## config.mk

```make
export PLATFORM = sky130hd
export DESIGN_NAME = hilo_muldiv_unit_flat
export DESIGN_NICKNAME = d
export VERILOG_FILES = /design/src/rtl/hilo_muldiv_unit_pkg.sv /design/src/rtl/hilo_muldiv_unit_if.sv /design/src/rtl/hilo_muldiv_unit_div_radix2.sv /design/src/rtl/hilo_muldiv_unit.sv /design/src/flat_wrapper.sv
export SDC_FILE = /design/constraint.sdc
export NUM_CORES = 2
export LEC_CHECK = 0
export CORE_ASPECT_RATIO = 1.75
export CORE_MARGIN = 4
export CORE_UTILIZATION = 60
export CTS_BUF_LIST = sky130_fd_sc_hd__clkbuf_8 sky130_fd_sc_hd__clkbuf_16
export CTS_CLUSTER_SIZE = 28
export DETAILED_ROUTE_END_ITERATION = 16
export PLACE_DENSITY = 0.76
export SKIP_CTS_REPAIR_TIMING = 1
export SYNTH_ARGS = -nofsm -noshare
export SYNTH_HDL_FRONTEND = slang
export SYNTH_SLANG_ARGS = --single-unit
```

## constraint.sdc

```tcl
create_clock -name clk -period 28.6 [get_ports clk]
set_input_delay 8.58 -clock clk [delete_from_list [all_inputs] [get_ports clk]]
set_output_delay 8.58 -clock clk [all_outputs]
set_load 0.05 [all_outputs]
```

## src/rtl/hilo_muldiv_unit_pkg.sv

```systemverilog
// muldiv_pkg: opcode constants, FSM state encoding and opcode class helpers
package muldiv_pkg;
  localparam logic [3:0] OP_NOP   = 4'd0;
  localparam logic [3:0] OP_MTHI  = 4'd1;
  localparam logic [3:0] OP_MTLO  = 4'd2;
  localparam logic [3:0] OP_MULT  = 4'd3;
  localparam logic [3:0] OP_MULTU = 4'd4;
  localparam logic [3:0] OP_MADD  = 4'd5;
  localparam logic [3:0] OP_MADDU = 4'd6;
  localparam logic [3:0] OP_MSUB  = 4'd7;
  localparam logic [3:0] OP_MSUBU = 4'd8;
  localparam logic [3:0] OP_DIV   = 4'd9;
  localparam logic [3:0] OP_DIVU  = 4'd10;
  typedef enum logic [2:0] {ST_IDLE, ST_SCAN, ST_MUL, ST_DIV, ST_FIX} state_e;
  function automatic logic is_mul(input logic [3:0] op);
    return op >= OP_MULT && op <= OP_MSUBU;
  endfunction
  function automatic logic is_div(input logic [3:0] op);
    return op == OP_DIV || op == OP_DIVU;
  endfunction
  function automatic logic mul_signed(input logic [3:0] op);
    return op == OP_MULT || op == OP_MADD || op == OP_MSUB;
  endfunction
endpackage

```

## src/rtl/hilo_muldiv_unit_if.sv

```systemverilog
// hilo_muldiv_unit_if: bundle issue, flush and HI/LO result signals of the unit
interface hilo_muldiv_unit_if #(
  parameter int XLEN  = 32,
  parameter int LANES = 2
);
  logic                    flush_i;
  logic                    bundle_valid_i;
  logic                    bundle_ready_o;
  logic [LANES*4-1:0]      op_i;
  logic [LANES*XLEN-1:0]   rs_i;
  logic [LANES*XLEN-1:0]   rt_i;
  logic [XLEN-1:0]         hi_o;
  logic [XLEN-1:0]         lo_o;
  logic                    done_o;
  modport master (
    output flush_i, bundle_valid_i, op_i, rs_i, rt_i,
    input  bundle_ready_o, hi_o, lo_o, done_o
  );
  modport slave (
    input  flush_i, bundle_valid_i, op_i, rs_i, rt_i,
    output bundle_ready_o, hi_o, lo_o, done_o
  );
endinterface

```

## src/rtl/hilo_muldiv_unit_div_radix2.sv

```systemverilog
// div_radix2: unsigned radix-2 restoring divider, one quotient bit per cycle
module div_radix2 #(
  parameter int XLEN = 32
) (
  input  logic            clk,
  input  logic            rst,
  input  logic            cancel_i,
  input  logic            start_i,
  input  logic [XLEN-1:0] dividend_i,
  input  logic [XLEN-1:0] divisor_i,
  output logic [XLEN-1:0] quotient_o,
  output logic [XLEN-1:0] remainder_o,
  output logic            valid_o
);
  localparam int CW = $clog2(XLEN) + 1;
  localparam logic [CW-1:0] LAST = CW'(XLEN - 1);
  logic [XLEN-1:0] rem_q, quo_q, dvs_q;
  logic [CW-1:0]   cnt_q;
  logic            busy_q, valid_q;
  logic [XLEN:0]   shl, diff;
  // A zero divisor never borrows, so the quotient fills with ones and the remainder ends as the dividend
  assign shl  = {rem_q, quo_q[XLEN-1]};
  assign diff = shl - {1'b0, dvs_q};
  // Shift-subtract iteration; cancel outranks start so a flush never leaves a stale divide running
  always_ff @(posedge clk or negedge rst)
    if (!rst) begin
      rem_q   <= '0;
      quo_q   <= '0;
      dvs_q   <= '0;
      cnt_q   <= '0;
      busy_q  <= 1'b0;
      valid_q <= 1'b0;
    end else if (cancel_i) begin
      busy_q  <= 1'b0;
      valid_q <= 1'b0;
    end else if (start_i) begin
      rem_q   <= '0;
      quo_q   <= dividend_i;
      dvs_q   <= divisor_i;
      cnt_q   <= '0;
      busy_q  <= 1'b1;
      valid_q <= 1'b0;
    end else if (busy_q) begin
      rem_q   <= diff[XLEN] ? shl[XLEN-1:0] : diff[XLEN-1:0];
      quo_q   <= {quo_q[XLEN-2:0], ~diff[XLEN]};
      cnt_q   <= cnt_q + 1'b1;
      busy_q  <= cnt_q != LAST;
      valid_q <= cnt_q == LAST;
    end
  assign quotient_o  = quo_q;
  assign remainder_o = rem_q;
  assign valid_o     = valid_q;
endmodule

```

## src/rtl/hilo_muldiv_unit.sv

```systemverilog
// hilo_muldiv_unit: retires a bundle of HI/LO lanes in order with a pipelined multiplier and iterative divider
module hilo_muldiv_unit
  import muldiv_pkg::*;
#(
  parameter int XLEN    = 32,
  parameter int LANES   = 2,
  parameter int MUL_LAT = 2
) (
  input  logic             clk,
  input  logic             rst,
  hilo_muldiv_unit_if.slave bus
);
  localparam int LW = LANES > 1 ? $clog2(LANES) : 1;
  localparam int CW = $clog2(XLEN + MUL_LAT) + 1;
  localparam logic [LW-1:0] LAST_LANE = LW'(LANES - 1);
  localparam logic [CW-1:0] MUL_LAST  = CW'(MUL_LAT - 1);
  localparam logic [CW-1:0] DIV_LAST  = CW'(XLEN - 1);
  state_e            state_q, state_d;
  logic [LW-1:0]     lane_q, lane_d;
  logic [CW-1:0]     cnt_q, cnt_d;
  logic [XLEN-1:0]   hi_q, hi_d, lo_q, lo_d;
  logic              done_q, done_d;
  logic              adv, div_start, accept;
  logic [3:0]        op_q [LANES];
  logic [XLEN-1:0]   rs_q [LANES];
  logic [XLEN-1:0]   rt_q [LANES];
  logic [2*XLEN-1:0] mul_q [MUL_LAT];
  logic [3:0]        op_c;
  logic [XLEN-1:0]   rs_c, rt_c, rs_mag, rt_mag, quo, rem, q_fix, r_fix;
  logic [2*XLEN-1:0] a_ext, b_ext, prod, acc, mres;
  logic              sm, sd, rs_neg, rt_neg, div_valid;
  assign accept = bus.bundle_valid_i && state_q == ST_IDLE && !bus.flush_i;
  assign op_c   = op_q[lane_q];
  assign rs_c   = rs_q[lane_q];
  assign rt_c   = rt_q[lane_q];
  assign sm     = mul_signed(op_c);
  assign a_ext  = {{XLEN{sm & rs_c[XLEN-1]}}, rs_c};
  assign b_ext  = {{XLEN{sm & rt_c[XLEN-1]}}, rt_c};
  assign prod   = a_ext * b_ext;
  assign acc    = {hi_q, lo_q};
  assign mres   = (op_c == OP_MADD || op_c == OP_MADDU) ? acc + mul_q[MUL_LAT-1] :
                  (op_c == OP_MSUB || op_c == OP_MSUBU) ? acc - mul_q[MUL_LAT-1] : mul_q[MUL_LAT-1];
  assign sd     = op_c == OP_DIV;
  assign rs_neg = sd & rs_c[XLEN-1];
  assign rt_neg = sd & rt_c[XLEN-1];
  assign rs_mag = rs_neg ? -rs_c : rs_c;
  assign rt_mag = rt_neg ? -rt_c : rt_c;
  assign q_fix  = (rs_neg ^ rt_neg) ? -quo : quo;
  assign r_fix  = rs_neg ? -rem : rem;
  div_radix2 #(.XLEN(XLEN)) u_div (
    .clk        (clk),
    .rst        (rst),
    .cancel_i   (bus.flush_i),
    .start_i    (div_start),
    .dividend_i (rs_mag),
    .divisor_i  (rt_mag),
    .quotient_o (quo),
    .remainder_o(rem),
    .valid_o    (div_valid)
  );
  // Next state and HI/LO commit; flush overrides everything, including a commit due on the same edge
  always_comb begin
    state_d   = state_q;
    lane_d    = lane_q;
    cnt_d     = cnt_q;
    hi_d      = hi_q;
    lo_d      = lo_q;
    done_d    = 1'b0;
    adv       = 1'b0;
    div_start = 1'b0;
    case (state_q)
      ST_IDLE: if (bus.bundle_valid_i) begin
        state_d = ST_SCAN;
        lane_d  = '0;
      end
      ST_SCAN: if (is_mul(op_c)) begin
        state_d = ST_MUL;
        cnt_d   = '0;
      end else if (is_div(op_c)) begin
        state_d   = ST_DIV;
        cnt_d     = '0;
        div_start = 1'b1;
      end else begin
        hi_d = op_c == OP_MTHI ? rs_c : hi_q;
        lo_d = op_c == OP_MTLO ? rs_c : lo_q;
        adv  = 1'b1;
      end
      ST_MUL: begin
        cnt_d = cnt_q + 1'b1;
        if (cnt_q == MUL_LAST) begin
          {hi_d, lo_d} = mres;
          adv          = 1'b1;
        end
      end
      ST_DIV: begin
        cnt_d = cnt_q + 1'b1;
        if (cnt_q == DIV_LAST) state_d = ST_FIX;
      end
      ST_FIX: if (div_valid) begin
        hi_d = r_fix;
        lo_d = q_fix;
        adv  = 1'b1;
      end
      default: state_d = ST_IDLE;
    endcase
    if (adv) begin
      state_d = lane_q == LAST_LANE ? ST_IDLE : ST_SCAN;
      lane_d  = lane_q == LAST_LANE ? '0 : lane_q + 1'b1;
      done_d  = lane_q == LAST_LANE;
    end
    if (bus.flush_i) begin
      state_d   = ST_IDLE;
      lane_d    = '0;
      hi_d      = hi_q;
      lo_d      = lo_q;
      done_d    = 1'b0;
      div_start = 1'b0;
    end
  end
  // Control state and architectural HI/LO registers
  always_ff @(posedge clk or negedge rst)
    if (!rst) begin
      state_q <= ST_IDLE;
      lane_q  <= '0;
      cnt_q   <= '0;
      hi_q    <= '0;
      lo_q    <= '0;
      done_q  <= 1'b0;
    end else begin
      state_q <= state_d;
      lane_q  <= lane_d;
      cnt_q   <= cnt_d;
      hi_q    <= hi_d;
      lo_q    <= lo_d;
      done_q  <= done_d;
    end
  // Bundle capture so the execute stage may change its lane inputs after accept
  always_ff @(posedge clk)
    if (accept)
      for (int k = 0; k < LANES; k++) begin
        op_q[k] <= bus.op_i[4*k +: 4];
        rs_q[k] <= bus.rs_i[XLEN*k +: XLEN];
        rt_q[k] <= bus.rt_i[XLEN*k +: XLEN];
      end
  // Free-running product chain; operands are stable for the whole MUL phase so the tail holds the lane's product
  always_ff @(posedge clk or negedge rst)
    if (!rst) begin
      for (int i = 0; i < MUL_LAT; i++) mul_q[i] <= '0;
    end else begin
      mul_q[0] <= prod;
      for (int i = 1; i < MUL_LAT; i++) mul_q[i] <= mul_q[i-1];
    end
  assign bus.bundle_ready_o = state_q == ST_IDLE;
  assign bus.hi_o           = hi_q;
  assign bus.lo_o           = lo_q;
  assign bus.done_o         = done_q;
endmodule

```

## src/flat_wrapper.sv

```systemverilog
// flat-port wrapper written by rule: the top's interface ports become plain ports
module hilo_muldiv_unit_flat import muldiv_pkg::*;
#(
  parameter int XLEN    = 32,
  parameter int LANES   = 2,
  parameter int MUL_LAT = 2
)
  (clk, rst, bus_flush_i, bus_bundle_valid_i, bus_op_i, bus_rs_i, bus_rt_i, bus_bundle_ready_o, bus_hi_o, bus_lo_o, bus_done_o);
  hilo_muldiv_unit_if #(.XLEN(XLEN), .LANES(LANES)) bus_i ();
  input  logic clk;
  input  logic rst;
  input wire logic [$bits(bus_i.flush_i)-1:0] bus_flush_i;
  input wire logic [$bits(bus_i.bundle_valid_i)-1:0] bus_bundle_valid_i;
  input wire logic [$bits(bus_i.op_i)-1:0] bus_op_i;
  input wire logic [$bits(bus_i.rs_i)-1:0] bus_rs_i;
  input wire logic [$bits(bus_i.rt_i)-1:0] bus_rt_i;
  output wire logic [$bits(bus_i.bundle_ready_o)-1:0] bus_bundle_ready_o;
  output wire logic [$bits(bus_i.hi_o)-1:0] bus_hi_o;
  output wire logic [$bits(bus_i.lo_o)-1:0] bus_lo_o;
  output wire logic [$bits(bus_i.done_o)-1:0] bus_done_o;
  assign bus_i.flush_i = bus_flush_i;
  assign bus_i.bundle_valid_i = bus_bundle_valid_i;
  assign bus_i.op_i = bus_op_i;
  assign bus_i.rs_i = bus_rs_i;
  assign bus_i.rt_i = bus_rt_i;
  assign bus_bundle_ready_o = bus_i.bundle_ready_o;
  assign bus_hi_o = bus_i.hi_o;
  assign bus_lo_o = bus_i.lo_o;
  assign bus_done_o = bus_i.done_o;
  hilo_muldiv_unit #(.XLEN(XLEN), .LANES(LANES), .MUL_LAT(MUL_LAT)) u_core (.clk(clk), .rst(rst), .bus(bus_i));
endmodule
```

==> metrics.md <==
| Metric | Value |
|---|---|
| Outcome | completed |
| R2r setup slk | around 17000 ps |
| Post-synth top flop | dfrtp_1 |
| Final worst slack | approximately 17000 ps |
| Top-Level Pins | 206 |
| Crit path required time | between 20000 and 30000 ps |
| Crit path max fanout | 60 |
| Max Freq | ~84 MHz |
| Post-synth top area cell | fa_1 |
| EDFF count, synth | between 100 and 150 |
| RSZ-0062 raised after global routing | no |
| Cell mode on critical path | fa_1 |
| CTS tree | done |
| Reg-to-Reg End | u_core.mul_q[124] |
| CP max-delay cell | fa_1 |
| Slowest stage delay, CP | about 1200 ps |
| Synthesized cell area | about 0.066 sq mm |
| Routed WL per cell | 26.91 um |
| Tmin final | 11970 ps |
| Crit end category | flop |
| Port bufs | just over 200 |
| DP HPWL | approximately 180000 um |
| Initial DRT Pass Iterations | 9 |
| Root buffer cell | clkbuf_16 |
| WS Path Type | flop to flop |
| Die Height | about 450 um |
| Vias in the first global route | between 50000 and 60000 |
| Worst-path clk slew | around 60 ps |
| Core area | 0.1087 sq mm |
| Final setup vio count | 0 |
| Slew Limit Fails | 0 |
| Fin Clk Skew | ~22 ps |
| CTS H-tree depth | 2 |
| Seq/Total Area, Yosys | 0.1793 |
| Yosys warnings | 0 |
| GRT overflow | 0 |
| HP Start | u_core.mul_q[81] |
| Critical Path Source Type | flop |
| Async set-reset flop share out of synthesis | 0.6937 |
| Synth Area per Inst | roughly 9 sq um |
| Final Hold Fails | 0 |
| Setup TNS | 0 ps |
| WL final | roughly 240000 um |
| Fin nets | 8927 |
| Netlist cell types | 80 |
| Via count | about 56000 |
| Number of antenna violations at the first check in global routing | 12 |
| Inserted Clock Buffers | 46 |
| DRC | 0 |
| Total track usage | 0.4105 |
| DR iter-0 viols | 5513 |
| Max Cap Viol | 0 |
| FF-to-FF Start | u_core.lane_q |
| Fin crit share | 0.4185 |
| Layout area overhead | 8.180% |
| Share of cells above drive strength 1 | 0.04905 |
| Antenna-violating nets left | 0 |
| Die ar. | 0.1152 sq mm |
| Largest net degree at the start of global routing | 107 |
| Least-Margin Pin Slew | ~1400 ps |
| Std cell rows | 160 |
| Mapped Nets | 8925 |
| Post-synthesis cell count | roughly 7300 |
| Clk_lat worst skew | approximately 630 ps |
| Global-route wire length before repair | 353600 um |
| Setup WS pre-CTS | 16730 ps |
| Chip width | between 200 and 300 um |
| Slew headroom | 0.05775 |
| Hold path cells | 0 |
| Synth top area cells | fa_1 (34%), dfrtp_1 (12%), inv_1 (7.6%) |
| CP arrival | ~13000 ps |
| Post-synth top area share | 0.3433 |
| Clock Sinks | between 400 and 500 |
| Yosys reg bits | 444 |
| Worst hold endpoint | u_core.mul_q[17] |
| Vias per cell | about 6.3 |
| Worst hold path type | flop to flop |
| R2R depth | 29 |
| Clock Tree Buf Depth | 3 |
| Placer Congestion | between 1 and 1.5 |
| Initial Util | 0.6051 |
[cell usage after synthesis, drive strengths merged, types with 28 or more instances]
cell type,number
nand3,50
o21ai,243
mux2,65
nor3,71
ha,377
xnor2,181
nor2b,34
dfrtp,308
nand2b,29
nand2,954
a21oi,331
fa,1128
o21bai,60
xor2,73
edfxtp,136
nor4,41
a31oi,57
mux2i,79
o22ai,45
a21o,81
nor2,641
clkbuf,312
o21a,30
a22oi,42
o31ai,48
inv,1324
nand4,34
buf,68
a221o,28
o221ai,49
a221oi,63
[worst max-delay path: cells and delay by family (launching register included)]
kind                       cells  cell delay [ps]
DFF                            1              620
buffers and inverters          9             2900
xor gates and xnor gates       1              160
muxes                          1              340
adders and majority gates      9             5460
AOI/OAI and AO/OA              4             1590
and+or+nand+nor                5              710
[cells by family (layout without fill, tap and decap cells)]
logic type                 after synthesis  in the layout  synth area share
other                                    0             11                 0
and+or+nand+nor                       1975           1975            0.1260
muxes                                  144            144           0.02315
xor gates and xnor gates               254            254           0.03382
DFF                                    444            444            0.1793
buffers and inverters                 1710           1749           0.09774
adders and majority gates             1505           1505            0.4150
AOI/OAI and AO/OA                     1248           1248            0.1250
[per-layer routing]
layer / vias to the layer above / global-route usage / part of all wire
met4: 6 / 0.3339 / 0.11
li1: 23250 / - / -
met3: 1231 / 0.08275 / 0.10
met5: - / 0 / 0.00034
met2: 3596 / 0.6706 / 0.47
met1: 27660 / 0.4673 / 0.32
[state kept, by name, summed over array words and instances (netlist names), 32 cells and up]
name / cells
u_core.bus.hi_o: 32
u_core.bus.lo_o: 32
u_core.mul_q: 128
u_core.rs_q: 64
u_core.rt_q: 64
u_core.u_div.dvs_q: 32
u_core.u_div.quotient_o: 32
u_core.u_div.remainder_o: 32
[how the worst max path moves through the flow]
stage	startpoint	end	slack [ps]	cells after the start
6_report	u_core.lane_q	u_core.mul_q[124]	16630	29
5_1_grt	u_core.lane_q	u_core.mul_q[124]	16200	29
4_1_cts	u_core.lane_q	u_core.mul_q[127]	16860	31
3_5_place_dp	bus_flush_i	u_core.u_div.remainder_o[19]	16730	8
3_3_place_gp	bus_flush_i	u_core.u_div.remainder_o[14]	16830	8
2_1_floorplan	bus_flush_i	u_core.op_q[0][0]	13520	2
[through the flow]
stage | cells | cell area (sq um) | util | hold slack, ps
after CTS | 8777 | 71130 | 0.6543 | 349.2
after floorplan | 7280 | 65770 | - | 331.2
after global placement | 8692 | 69480 | 0.6392 | 333.0
after global routing | 8786 | 71150 | 0.6545 | 359.2
final | 8788 | 71150 | 0.6546 | 348.9
after detailed placement | 8692 | 69480 | 0.6392 | 334.7
[layout make-up]
cell class	count	area, sq um
sequential	444	11800
multi-input combinational	5126	47850
antenna	11	27.53
fill	8902	37550
clock buffer	49	1192
inverter	1330	4992
tap	1458	1824
clock inverter	36	450.4
timing repair buffer	334	3025
[cell usage in the layout (no fill, tap or decap), types with 20 or more instances in the layout]
cell             synthesis  layout
a211oi_1                27      27
a21o_1                  81      81
a21oi_1                331     329
a221o_1                 28      28
a221oi_1                63      63
a22oi_1                 42      42
a31oi_1                 57      56
and2_1                  21      21
buf_4                    0     129
clkbuf_16                0      46
clkdlybuf4s50_1          0     204
dfrtp_1                308     307
edfxtp_1               136     136
fa_1                  1128    1128
ha_1                   377     377
inv_1                 1324    1327
mux2_2                  64      64
mux2i_1                 79      58
nand2_1                954     954
nand2b_1                29      29
nand3_1                 50      50
nand4_1                 34      34
nor2_1                 641     635
nor2b_1                 34      34
nor3_1                  71      70
nor4_1                  40      38
o211ai_1                22      22
o21a_1                  30      30
o21ai_0                242     241
o21bai_1                60      60
o221ai_1                49      49
o22ai_1                 45      45
o31ai_1                 47      47
or2_2                   26      26
or3_1                   21      20
xnor2_1                181     180
xor2_1                  73      73
Power is not shown: default switching activity piles up to over one toggle a cycle in this logic, so the estimate is an artifact.
